$ cat src/rtl/regfile_fib_sequencer_if.sv
// Datapath-facing bus of the Fibonacci sequencer: instructions go out, results and flags come back.
interface regfile_fib_sequencer_if #(
    parameter int DATA_W = 16
);
    logic [15:0]       opcode;
    logic              op_valid;
    logic              cin;
    logic [4:0]        flags;
    logic [DATA_W-1:0] rout;

    modport master (output opcode, op_valid, cin, input flags, rout);
    modport slave  (input opcode, op_valid, cin, output flags, rout);
endinterface

$ cat src/rtl/regfile_fib_sequencer.sv
// Issues the ADDI/ADD/MOV sweep that fills the register file with Fibonacci numbers
// and checks each arithmetic result against an internally tracked expected value.
module regfile_fib_sequencer #(
    parameter int DATA_W    = 16,
    parameter int NUM_REGS  = 16,
    parameter int CHECK_LAT = 1
) (
    input  logic                    clk,
    input  logic                    reset,
    input  logic                    start,
    input  logic                    step_mode,
    input  logic                    step,
    regfile_fib_sequencer_if.master dp,
    output logic [2:0]              state,
    output logic [3:0]              reg_idx,
    output logic                    busy,
    output logic                    done,
    output logic                    err,
    output logic [7:0]              err_count
);
    typedef enum logic [2:0] {
        IDLE = 3'd0, LD0 = 3'd1, LD1 = 3'd2, ADD1 = 3'd3,
        MOV  = 3'd4, ADDK = 3'd5, DONE = 3'd6
    } state_t;

    localparam logic [3:0]  LAST_REG  = 4'(NUM_REGS - 1);
    localparam logic [15:0] NOP       = {4'b0000, LAST_REG, 4'b1101, LAST_REG};
    localparam logic [2:0]  DRAIN_END = 3'(CHECK_LAT);

    state_t            state_reg, state_next, issue_state;
    logic [3:0]        k_reg, k_next, issue_k;
    logic              issued_reg, issued_next;
    logic [2:0]        drain_reg, drain_next;
    logic [15:0]       opcode_reg, opcode_next;
    logic              op_valid_reg, op_valid_next;
    logic [3:0]        reg_idx_reg, reg_idx_next;
    logic [DATA_W-1:0] e1_reg, e1_next, e2_reg, e2_next;
    logic              cin_reg, err_reg;
    logic [7:0]        err_count_reg;
    logic              do_issue, push_valid, advance, restart, mismatch;
    logic [DATA_W-1:0] push_exp;
    logic              pipe_valid_reg [CHECK_LAT+1];
    logic [DATA_W-1:0] pipe_exp_reg   [CHECK_LAT+1];
    logic [3:0]        unused_flags;

    assign advance  = ~step_mode | step;
    assign restart  = start && (state_reg == IDLE || state_reg == DONE);
    assign mismatch = pipe_valid_reg[CHECK_LAT] && (dp.rout != pipe_exp_reg[CHECK_LAT]);
    assign unused_flags = {dp.flags[4], dp.flags[2:0]};

    // The state register names the instruction last presented; issued_reg=0 only
    // right after start, when LD0 is pending but has not yet been put on the bus.
    always_comb begin
        state_next    = state_reg;
        k_next        = k_reg;
        issued_next   = issued_reg;
        drain_next    = drain_reg;
        issue_state   = state_reg;
        issue_k       = k_reg;
        do_issue      = 1'b0;
        opcode_next   = NOP;
        op_valid_next = 1'b0;
        reg_idx_next  = reg_idx_reg;
        e1_next       = e1_reg;
        e2_next       = e2_reg;
        push_valid    = 1'b0;
        push_exp      = '0;
        case (state_reg)
            IDLE, DONE: begin
                if (start) begin
                    state_next  = LD0;
                    k_next      = 4'd2;
                    issued_next = 1'b0;
                    drain_next  = 3'd0;
                end
            end
            default: begin
                if (state_reg == ADDK && k_reg == LAST_REG && issued_reg) begin
                    // Final ADD is out: wait for its check to leave the pipe, regardless of stepping.
                    if (drain_reg == DRAIN_END) state_next = DONE;
                    else                        drain_next = drain_reg + 3'd1;
                end else if (advance) begin
                    do_issue    = 1'b1;
                    issued_next = 1'b1;
                    if (issued_reg) begin
                        case (state_reg)
                            LD0:     issue_state = LD1;
                            LD1:     issue_state = ADD1;
                            ADD1:    begin issue_state = MOV; issue_k = 4'd2; end
                            MOV:     issue_state = ADDK;
                            default: begin issue_state = MOV; issue_k = k_reg + 4'd1; end
                        endcase
                    end
                    state_next = issue_state;
                    k_next     = issue_k;
                end
            end
        endcase

        if (do_issue) begin
            op_valid_next = 1'b1;
            case (issue_state)
                LD0: begin
                    opcode_next = {4'b0101, 4'd0, 8'h01};
                    reg_idx_next = 4'd0;
                    push_valid = 1'b1;
                    push_exp   = DATA_W'(1);
                end
                LD1: begin
                    opcode_next = {4'b0101, 4'd1, 8'h01};
                    reg_idx_next = 4'd1;
                    push_valid = 1'b1;
                    push_exp   = DATA_W'(1);
                end
                ADD1: begin
                    opcode_next = {4'b0000, 4'd1, 4'b0101, 4'd0};
                    reg_idx_next = 4'd1;
                    push_valid = 1'b1;
                    push_exp   = DATA_W'(2);
                    e1_next    = DATA_W'(2);
                    e2_next    = DATA_W'(1);
                end
                MOV: begin
                    opcode_next = {4'b0000, issue_k, 4'b1101, issue_k - 4'd1};
                    reg_idx_next = issue_k;
                end
                default: begin
                    opcode_next = {4'b0000, issue_k, 4'b0101, issue_k - 4'd2};
                    reg_idx_next = issue_k;
                    push_valid = 1'b1;
                    push_exp   = e1_reg + e2_reg;
                    e1_next    = e1_reg + e2_reg;
                    e2_next    = e1_reg;
                end
            endcase
        end
    end

    always_ff @(posedge clk or negedge reset) begin
        if (!reset) begin
            state_reg     <= IDLE;
            k_reg         <= 4'd0;
            issued_reg    <= 1'b0;
            drain_reg     <= 3'd0;
            opcode_reg    <= 16'h0000;
            op_valid_reg  <= 1'b0;
            reg_idx_reg   <= 4'd0;
            e1_reg        <= '0;
            e2_reg        <= '0;
            cin_reg       <= 1'b0;
            err_reg       <= 1'b0;
            err_count_reg <= 8'd0;
            for (int i = 0; i <= CHECK_LAT; i++) begin
                pipe_valid_reg[i] <= 1'b0;
                pipe_exp_reg[i]   <= '0;
            end
        end else begin
            state_reg     <= state_next;
            k_reg         <= k_next;
            issued_reg    <= issued_next;
            drain_reg     <= drain_next;
            opcode_reg    <= opcode_next;
            op_valid_reg  <= op_valid_next;
            reg_idx_reg   <= reg_idx_next;
            e1_reg        <= e1_next;
            e2_reg        <= e2_next;
            cin_reg       <= dp.flags[3];
            pipe_valid_reg[0] <= push_valid;
            pipe_exp_reg[0]   <= push_exp;
            for (int i = 1; i <= CHECK_LAT; i++) begin
                pipe_valid_reg[i] <= pipe_valid_reg[i-1];
                pipe_exp_reg[i]   <= pipe_exp_reg[i-1];
            end
            if (restart) begin
                err_reg       <= 1'b0;
                err_count_reg <= 8'd0;
            end else if (mismatch) begin
                err_reg <= 1'b1;
                if (err_count_reg != 8'hFF) err_count_reg <= err_count_reg + 8'd1;
            end
        end
    end

    assign dp.opcode   = opcode_reg;
    assign dp.op_valid = op_valid_reg;
    assign dp.cin      = cin_reg;
    assign state       = state_reg;
    assign reg_idx     = reg_idx_reg;
    assign busy        = (state_reg != IDLE) && (state_reg != DONE);
    assign done        = (state_reg == DONE);
    assign err         = err_reg;
    assign err_count   = err_count_reg;
endmodule

$ cat src/flat_wrapper.sv
// flat-port wrapper written by rule: the top's interface ports become plain ports
module regfile_fib_sequencer_flat 
#(
    parameter int DATA_W    = 16,
    parameter int NUM_REGS  = 16,
    parameter int CHECK_LAT = 1
)
  (clk, reset, start, step_mode, step, state, reg_idx, busy, done, err, err_count, dp_opcode, dp_op_valid, dp_cin, dp_flags, dp_rout);
  regfile_fib_sequencer_if #(.DATA_W(DATA_W)) dp_i ();
  input  logic clk;
  input  logic reset;
  input  logic start;
  input  logic step_mode;
  input  logic step;
  output logic [2:0] state;
  output logic [3:0] reg_idx;
  output logic busy;
  output logic done;
  output logic err;
  output logic [7:0] err_count;
  output wire logic [$bits(dp_i.opcode)-1:0] dp_opcode;
  output wire logic [$bits(dp_i.op_valid)-1:0] dp_op_valid;
  output wire logic [$bits(dp_i.cin)-1:0] dp_cin;
  input wire logic [$bits(dp_i.flags)-1:0] dp_flags;
  input wire logic [$bits(dp_i.rout)-1:0] dp_rout;
  assign dp_opcode = dp_i.opcode;
  assign dp_op_valid = dp_i.op_valid;
  assign dp_cin = dp_i.cin;
  assign dp_i.flags = dp_flags;
  assign dp_i.rout = dp_rout;
  regfile_fib_sequencer #(.DATA_W(DATA_W), .NUM_REGS(NUM_REGS), .CHECK_LAT(CHECK_LAT)) u_core (.clk(clk), .reset(reset), .start(start), .step_mode(step_mode), .step(step), .dp(dp_i), .state(state), .reg_idx(reg_idx), .busy(busy), .done(done), .err(err), .err_count(err_count));
endmodule
$ cat config.mk
export PLATFORM = sky130hd
export DESIGN_NAME = regfile_fib_sequencer_flat
export DESIGN_NICKNAME = d
export VERILOG_FILES = /design/src/rtl/regfile_fib_sequencer_if.sv /design/src/rtl/regfile_fib_sequencer.sv /design/src/flat_wrapper.sv
export SDC_FILE = /design/constraint.sdc
export NUM_CORES = 1
export LEC_CHECK = 0
export CAP_MARGIN = 5
export CORE_MARGIN = 2
export CORE_UTILIZATION = 45
export DETAILED_ROUTE_END_ITERATION = 8
export PLACE_DENSITY = 0.65
export SYNTH_ARGS = -nofsm -noshare
export SYNTH_HDL_FRONTEND = slang
export SYNTH_SLANG_ARGS = --single-unit
$ cat constraint.sdc
create_clock -name clk -period 7.7 [get_ports clk]
set_clock_uncertainty 0.2 [all_clocks]
set_input_delay 1.54 -clock clk [delete_from_list [all_inputs] [get_ports clk]]
set_output_delay 1.54 -clock clk [all_outputs]
set_load 0.1 [all_outputs]
==> key figures, run 1 <==
Outcome
  – Status: completed

Floorplan
  – Core area: 0.0104 mm2
  – Die W: 108 um
  – Die ar.: 0.0116 mm2
  – I/O Pins: 62
  – Die H: 108 um
  – FP Rows: 37
  – Initial Utilization: 46.6%

Placed design
  – Dpl cell area: 0.00548 mm2
  – Port-buffer cells: 54
  – Inst Count DP: 620
  – Detailed Place HPWL: 6.76 mm
  – Gp weighted congestion: 0.859

Layout
  – Share of cells above drive strength 1: 7.60%
  – Final #Nets: 543
  – Area delta synth->final: 17.7%
  – Area occupied by multi-input gates: 0.00212 mm2
  – Register Area: 0.00258 mm2
  – Fill cells: 912
  – ANT cells: 0
  – Post-layout util: 54.9%
  – Largest register FFs: 32
  – Fin cells: 636
  – Final Cell Area: 0.00569 mm2

Worst setup path
  – Crit Path Class: flip-flop to primary output
  – Crit path max fanout: 21
  – Crit. End Element: primary output
  – Critical Path AT: 2.81 ns
  – Setup crit start: u_core.state[2]$_DFFE_PN0P_
  – Startpoint Class: flip-flop
  – Critical Path RT: 5.96 ns
  – Reg-to-reg slack, setup: 4.54 ns
  – RR Startpoint: u_core.state[2]$_DFFE_PN0P_

Clock network
  – Clock Path Buffers: 2
  – Clk slew on worst S/H paths: 0.10 ns
  – Clock Latency Late Sink: 0.38 ns
  – Hold buffers post-CTS: 0
  – CTS Root Cell: clkbuf_8
  – Post-CTS sizing: 0
  – H-tree Lvls: 3
  – CTS Sinks: 103
  – CTS buffer count: 9
  – Post-CTS setup buffers: 0
  – CTS tree: yes

Power
  – Sw Pwr: 1.26 mW
  – Sw Share: 52.1%
  – Clk pwr share: 14.1%
  – PD cells: 424 mW/mm2
  – Comb power frac: 53.4%
  – Leak: 2.68 nW
  – Seq pwr share: 32.5%
  – Cell internal pwr: 1.15 mW
  – Max VDD drop: 0.281 mV

Route
  – Drc violations: 0
  – DR WL/cell: 15.2 um
  – Iter 0 DRT Violations: 204
  – Drt via density: 5.36
  – Via count: 3409
  – Antenna viol nets, final: 0
  – Drt pass-1 iters: 6
  – WL final: 9.67 mm

Yosys
  – Seq cells post-synth: 103
  – Synth top area share: 53.3%
  – Syn avg cell area: 10.9 um2
  – Cell taking the most area after synthesis: dfrtp_1
  – Post-synthesis sequential area ratio: 53.3%
  – Post-synth EDFFs: 0
  – Synth area leaders: dfrtp_1 53%, ha_1 5.4%, xnor2_1 4.9%
  – Commonest cells post-synth: 103 x dfrtp_1, 42 x nand2_1, 31 x nor2_1
  – Mapped Cells: 444
  – Main synth FF type: dfrtp_1
  – Count leader, synth: dfrtp_1
  – Number of warnings issued by yosys: 0
  – Post-Syn Area: 0.00483 mm2
  – Count of different cell masters after synthesis: 60
  – Async SR Flop Fraction: 100%

Global route
  – Met2 Track Usage GR: 28.0%
  – Number of global-route vias before repair: 3473
  – Pin count of the biggest net entering global routing: 83
  – GR Overflow Total: 0
  – Global route hottest layer: met2
  – Global-route wire length before repair: 16.7 mm
  – All-Layer GR Usage: 18.3%
  – Initial antenna violation count: 0
  – Met1 usage: 26.3%
  – Grt met3 use: 2.12%

STA
  – Worst Tran Pin Value: 0.991 ns
  – Final Critical Period: 4.55 ns
  – RSZ-0062 raised after global routing: false
  – Final setup vio count: 0
  – Max Fclk: 220 MHz
  – Slew headroom: 33.5%
  – Hold violation total from the final report: 0
  – Max-slew violations: 0
  – Setup tns final: 0 ns
  – Fin crit share: 59.0%

Run
  – Max_cap viols: 0

Worst hold path
  – Hold Path Class: flip-flop to flip-flop
  – Worst hold start: u_core.pipe_exp_reg[30]$_DFF_PN0_
routing by layer:
| metal | share of wire, % | vias to the layer above |
|---|---|---|
| met2 | 45 | 75 |
| met3 | 3.7 | 14 |
| met4 | 2.0 | 0 |
| met5 | 0 | - |
| met1 | 49 | 1643 |
| li1 | - | 1677 |
cell usage in the layout (no fill, tap or decap), drive strengths merged, types with 13 or more instances in the layout:
master	instances
nand2	43
nor2	31
xor2	13
nand3	14
a21o	17
o21ai	27
ha	21
xnor2	27
inv	15
a21oi	25
a22o	16
dfrtp	103
clkdlybuf4s50	53
through the flow:
step                power [mW]  setup slack (ns)  hold WS [ns]
floorplan                 1.77              3.62         0.131
global placement          2.06              3.56         0.134
detailed placement        2.08              3.54         0.136
CTS                       2.43              3.15         0.161
global route              2.58              2.99         0.165
finish                    2.41              3.15         0.158
cell type report:
type,count,area share [%]
sequential,103,45.3
multi-input combinational,311,37.3
timing repair buffer,57,9.85
tap,136,2.99
clock buffer,9,2.18
clock inverter,7,1.52
inverter,13,0.858
worst paths after layout:
check                                                    end  cells past startpoint
hold reg to reg            u_core.pipe_exp_reg[14]$_DFF_PN0_                      0
setup reg to reg               u_core.e1_reg[10]$_DFFE_PN0P_                      7
hold / removal             u_core.pipe_exp_reg[14]$_DFF_PN0_                      0
setup / recovery                                        busy                      3
max in group asynchronous  u_core.pipe_exp_reg[12]$_DFF_PN0_                      2
min in group asynchronous     u_core.dp.opcode[10]$_DFF_PN0_                      1
power groups by stage:
stage	registers (mW)	logic [mW]	clock network, mW
after detailed placement	0.795	1.29	0
after CTS	0.783	1.29	0.352
after floorplan	1.15	0.621	0
final	0.782	1.29	0.340
after global routing	0.804	1.40	0.377
after global placement	0.790	1.27	0
kinds of logic (layout without fill, tap and decap cells):
family	Yosys count	after routing	share of synthesized area [%]
mux	3	3	0.647
compound gates	125	125	18.0
simple gates	118	118	11.7
fa+ha+maj	22	22	5.85
flops	103	103	53.3
xor+xnor	40	40	7.25
other cells	1	3	0.0776
buf+inv	32	86	3.13
worst max-delay path, stage by stage, from the launching register on:
cell	delay (ns)
dfrtp_1	0.77
xnor2_1	0.32
nand2_1	0.19
clkdlybuf4s50_1	1.15
No activity file was read; power rests on OpenSTA's default activity.
==> inputs of run 2 (changes only) <==
- clock period: 7.7 -> 4.22 ns (I/O delays scaled with it)
==> key figures, run 2 (synthesis gave the netlist of run 1 again) <==
Layout
  – Final #Nets: 547
  – ANT cells: 0
  – Largest register FFs: 32
  – Most frequent cells in the layout: 103 x dfrtp_1, 49 x clkdlybuf4s50_1, 42 x nand2_1, 31 x nor2_1, 27 x xnor2_1
  – Share of cells above drive strength 1: 9.13%
  – Area delta synth->final: 18.4%
  – Final Cell Area: 0.00572 mm2
  – Commonest non-fill, non-tap cell in the layout: dfrtp_1

Route
  – Drc violations: 0
  – Iter 0 DRT Violations: 290
  – Antenna viol nets, final: 0
  – WL final: 9.93 mm
  – Via count: 3466
  – Drt pass-1 iters: 4
  – Drt via density: 5.42
  – DR WL/cell: 15.5 um

Clock network
  – H-tree Lvls: 3
  – CTS tree: yes
  – CTS Sinks: 103
  – CTS Root Cell: clkbuf_8
  – Post-CTS sizing: 0
  – Hold buffers post-CTS: 0
  – CTS buffer count: 9
  – Clock Latency Late Sink: 0.37 ns
  – Post-CTS setup buffers: 0
  – Clock Path Buffers: 2
  – Clk slew on worst S/H paths: 0.11 ns

Global route
  – Initial antenna violation count: 0
  – Number of global-route vias before repair: 3360
  – All-Layer GR Usage: 18.4%
  – Global-route wire length before repair: 16.7 mm
  – GR Overflow Total: 0
  – Pin count of the biggest net entering global routing: 65

Worst setup path
  – CP delay by family, top: buffers and inverters
  – Buffers and inverters on the worst path: 1
  – Crit Path Class: flip-flop to primary output
  – Worst stage delay on the critical path: 1.24 ns
  – Critical Path RT: 3.18 ns
  – Crit. End Element: primary output
  – Cell chain of the critical path: clkdlybuf4s50_1
  – Crit path max fanout: 15
  – CP max stage cell: clkdlybuf4s50_1
  – Critical Path AT: 2.32 ns
  – Startpoint Class: flip-flop

STA
  – Final Critical Period: 3.36 ns
  – Worst Tran Pin Value: 1.01 ns
  – Worst Hold Margin: 0.147 ns
  – Fin crit share: 79.7%
  – Max Fclk: 297 MHz
  – Slew headroom: 32.7%
  – Final setup vio count: 0
  – Hold violation total from the final report: 0
  – Setup tns final: 0 ns
  – RSZ-0062 raised after global routing: false
  – Max-slew violations: 0

Floorplan
  – Core area: 0.0104 mm2
  – Die ar.: 0.0116 mm2
  – Die W: 108 um
  – Initial Utilization: 46.6%
  – I/O Pins: 62
  – Die H: 108 um
  – FP Rows: 37

Placed design
  – Detailed Place HPWL: 6.87 mm
  – Port-buffer cells: 54
  – Dpl cell area: 0.00550 mm2
  – Gp weighted congestion: 0.848

Power
  – Power consumption: 4.48 mW
  – Max VDD drop: 0.575 mV
  – PD cells: 783 mW/mm2
  – Leak: 2.71 nW

Worst hold path
  – Hold Path Class: flip-flop to flip-flop

Outcome
  – Status: completed

Run
  – Max_cap viols: 0
run 2: cell types whose count changed in the layout (fill, tap and decap cells not counted):
cell             before  now
bufinv_16             0    1
clkinv_4              2    1
clkdlybuf4s50_1      53   49
clkinv_8              3    1
buf_4                 4   12
inv_8                 1    3
run 2: worst paths after layout:
kind                                                    from                                end  slack (ns)  cells past startpoint
max                              u_core.state[0]$_DFFE_PN0P_                           state[0]        0.86                      1
min reg2reg                u_core.pipe_exp_reg[26]$_DFF_PN0_  u_core.pipe_exp_reg[10]$_DFF_PN0_        0.15                      0
min                        u_core.pipe_exp_reg[26]$_DFF_PN0_  u_core.pipe_exp_reg[10]$_DFF_PN0_        0.15                      0
max reg2reg                     u_core.e2_reg[0]$_DFFE_PN0P_      u_core.e1_reg[14]$_DFFE_PN0P_        1.27                      9
max in group asynchronous                              reset  u_core.pipe_exp_reg[26]$_DFF_PN0_        2.69                      2
min in group asynchronous                              reset      u_core.dp.opcode[8]$_DFF_PN0_        0.35                      1
run 2: cell type report:
type,instances,area (um2)
multi-input cells,311,2120
clock inverters,7,97.6
fillers,917,4650
repair buffers,61,581
well taps,136,170
clock buffers,9,124
inverters,13,48.8
flip-flops and latches,103,2580
run 2: layer usage:
metal	track usage, %	vias to the layer above	share of wire (%)
li1	-	1679	-
met2	27.7	70	47
met3	2.48	5	3.6
met4	6.87	0	0.86
met5	0	-	0
met1	27.3	1712	48
run 2: report_power, final:
part	total, mW	switching [mW]	leakage, nW	internal [mW]
Clock	0.672	0.377	0.113	0.295
Sequential	1.41	0.190	1.35	1.22
Combinational	2.40	1.73	1.24	0.663
run 2: metrics by stage:
step / cells / worst slack (ns) / utilization, %
2_1_floorplan: 446 / 0.774 / -
3_3_place_gp: 624 / 0.814 / 53.0
3_5_place_dp: 624 / 0.758 / 53.0
4_1_cts: 640 / 0.849 / 55.2
5_1_grt: 640 / 0.755 / 55.2
6_report: 640 / 0.856 / 55.2
==> inputs of run 3 (changes only) <==
- PLACE_DENSITY: 0.65 -> 0.68
- clock period: 4.22 -> 2.7 ns (I/O delays scaled with it)
==> key figures, run 3 (synthesis gave the netlist of run 1 again) <==
Worst hold path
  – Hold Path Class: flip-flop to flip-flop
  – Worst hold start: u_core.pipe_exp_reg[28]$_DFF_PN0_

Floorplan
  – FP Rows: 37
  – Die W: 108 um
  – Die ar.: 0.0116 mm2
  – Initial Utilization: 46.6%
  – Core area: 0.0104 mm2
  – Die H: 108 um
  – I/O Pins: 62

STA
  – Fin crit share: 94.9%
  – Max Fclk: 390 MHz
  – Hold violation total from the final report: 0
  – Final Critical Period: 2.56 ns
  – RSZ-0062 raised after global routing: false
  – Max-slew violations: 0
  – Worst Tran Pin Value: 0.553 ns
  – Worst Hold Margin: 0.158 ns
  – Slew headroom: 63.0%
  – Final worst slack: 0.138 ns
  – Setup tns final: 0 ns
  – Final setup vio count: 0

Route
  – WL final: 9.94 mm
  – Drc violations: 0
  – Antenna viol nets, final: 0
  – Drt via density: 5.32
  – Drt pass-1 iters: 4
  – DR WL/cell: 14.7 um
  – Via count: 3601
  – Iter 0 DRT Violations: 188

Clock network
  – Clk slew on worst S/H paths: 0.11 ns
  – H-tree Lvls: 3
  – Clock Path Buffers: 2
  – CTS tree: yes
  – Clock Latency Late Sink: 0.38 ns
  – CTS Root Cell: clkbuf_8
  – CTS buffer count: 9
  – CTS Sinks: 103

Layout
  – Fill cells: 891
  – ANT cells: 0
  – Fin cells: 677
  – Area occupied by multi-input gates: 0.00215 mm2
  – Share of cells above drive strength 1: 22.4%
  – Most frequent cells in the layout: 100 x dfrtp_1, 72 x buf_4, 41 x nand2_1, 31 x nor2_1, 27 x xnor2_1
  – Final #Nets: 584
  – Register Area: 0.00258 mm2
  – Area delta synth->final: 24.4%
  – Largest register FFs: 32
  – Commonest non-fill, non-tap cell in the layout: dfrtp_1

Global route
  – All-Layer GR Usage: 18.5%
  – Global-route wire length before repair: 16.8 mm
  – Initial antenna violation count: 0
  – Number of global-route vias before repair: 3553
  – Pin count of the biggest net entering global routing: 46
  – GR Overflow Total: 0

Worst setup path
  – Crit. End Element: flip-flop
  – Critical Path AT: 2.64 ns
  – CP max stage cell: dfrtp_1
  – Crit path max fanout: 3
  – RR Startpoint: u_core.e2_reg[0]$_DFFE_PN0P_
  – Worst stage delay on the critical path: 0.40 ns
  – Cell chain of the critical path: ha_1 -> fa_2 -> a21o_1 -> a31o_2 -> a21oi_1 -> o21ai_0 -> nand2_1 -> a221oi_1 -> a21o_1
  – Startpoint Class: flip-flop
  – Crit path top cell by count: a21o_1
  – Critical Path RT: 2.78 ns
  – Buffers and inverters on the worst path: 0
  – Crit Path Class: flip-flop to flip-flop
  – CP delay by family, top: compound AO/OA/AOI/OAI gates
  – Setup crit start: u_core.e2_reg[0]$_DFFE_PN0P_

Placed design
  – Detailed Place HPWL: 7.20 mm
  – Pre-CTS setup slack: -0.193 ns
  – Port-buffer cells: 54
  – Inst Count DP: 659
  – Gp weighted congestion: 0.882

Power
  – PD cells: 1220 mW/mm2
  – Sw Pwr: 3.70 mW
  – Max VDD drop: 0.892 mV
  – Comb power frac: 56.4%
  – Seq pwr share: 30.4%
  – Sw Share: 50.4%
  – Clk pwr share: 13.2%
  – Power consumption: 7.34 mW
  – Leak: 2.94 nW
  – Cell internal pwr: 3.64 mW

Outcome
  – Status: completed

Run
  – Max_cap viols: 0
==> run 3: changes by cell type in the layout (fill, tap and decap cells not counted), sizes merged <==
cell           change
buf               +65
bufinv             -1
dlygate4sd3        +1
clkdlybuf4s50     -29
inv                +1
==> run 3: path summary, 6_finish.rpt <==
check	end	cells past startpoint	slack [ns]
setup / recovery	u_core.e1_reg[10]$_DFFE_PN0P_	9	0.14
hold / removal	u_core.pipe_exp_reg[12]$_DFF_PN0_	0	0.16
setup reg to reg	u_core.e1_reg[10]$_DFFE_PN0P_	9	0.14
hold reg to reg	u_core.pipe_exp_reg[12]$_DFF_PN0_	0	0.16
max in group asynchronous	u_core.dp.op_valid$_DFF_PN0_	3	1.16
min in group asynchronous	u_core.k_reg[3]$_DFFE_PN0P_	2	0.43
==> run 3: layout make-up <==
cell class | instances | share of cell area, %
Sequential cell | 103 | 42.9
Multi-Input combinational cell | 311 | 35.8
Timing Repair Buffer | 98 | 14.2
Tap cell | 136 | 2.83
Clock buffer | 9 | 2.06
Clock inverter | 7 | 1.35
Inverter | 13 | 0.812
==> run 3: metal layers <==
metal | global-route usage [%] | share of wire (%) | wire length, um | vias up
li1 | - | - | - | 1755
met1 | 25.9 | 46 | 4610 | 1749
met2 | 29.2 | 48 | 4740 | 86
met3 | 2.60 | 4.2 | 418 | 11
met4 | 7.05 | 1.7 | 169 | 0
met5 | 0 | 0 | 0 | -
==> run 3: worst register-to-register path, stage by stage, from the launching register on <==
cell and delay [ns]:
dfrtp_1 0.40, ha_1 0.24, fa_2 0.36, a21o_1 0.19, a31o_2 0.24, a21oi_1 0.32
o21ai_0 0.15, nand2_1 0.08, a221oi_1 0.10, a21o_1 0.18
==> run 3: power groups by stage <==
| stage | Combinational, mW | Sequential (mW) | Clock [mW] |
|---|---|---|---|
| floorplan | 1.79 | 3.28 | 0 |
| global placement | 4.05 | 2.24 | 0 |
| detailed placement | 4.12 | 2.26 | 0 |
| CTS | 4.14 | 2.23 | 1.00 |
| global route | 4.44 | 2.28 | 1.07 |
| finish | 4.14 | 2.23 | 0.969 |
==> run 3: timing repair <==
| item | in CTS | in global routing |
|---|---|---|
| hold endpoints to repair | 29 | 0 |
| setup buffers | 0 | 1 |
| gates resized for setup | 2 | 5 |
| hold buffers | 1 | 0 |
| setup endpoints to repair | 4 | 7 |
| pin swaps | 1 | 2 |
==> run 3: stage by stage <==
stage,area (um2),utilization (%)
after global placement,5760,55.6
final,6010,58.0
after CTS,5980,57.7
after detailed placement,5760,55.6
after global routing,6010,58.0
after floorplan,4850,-
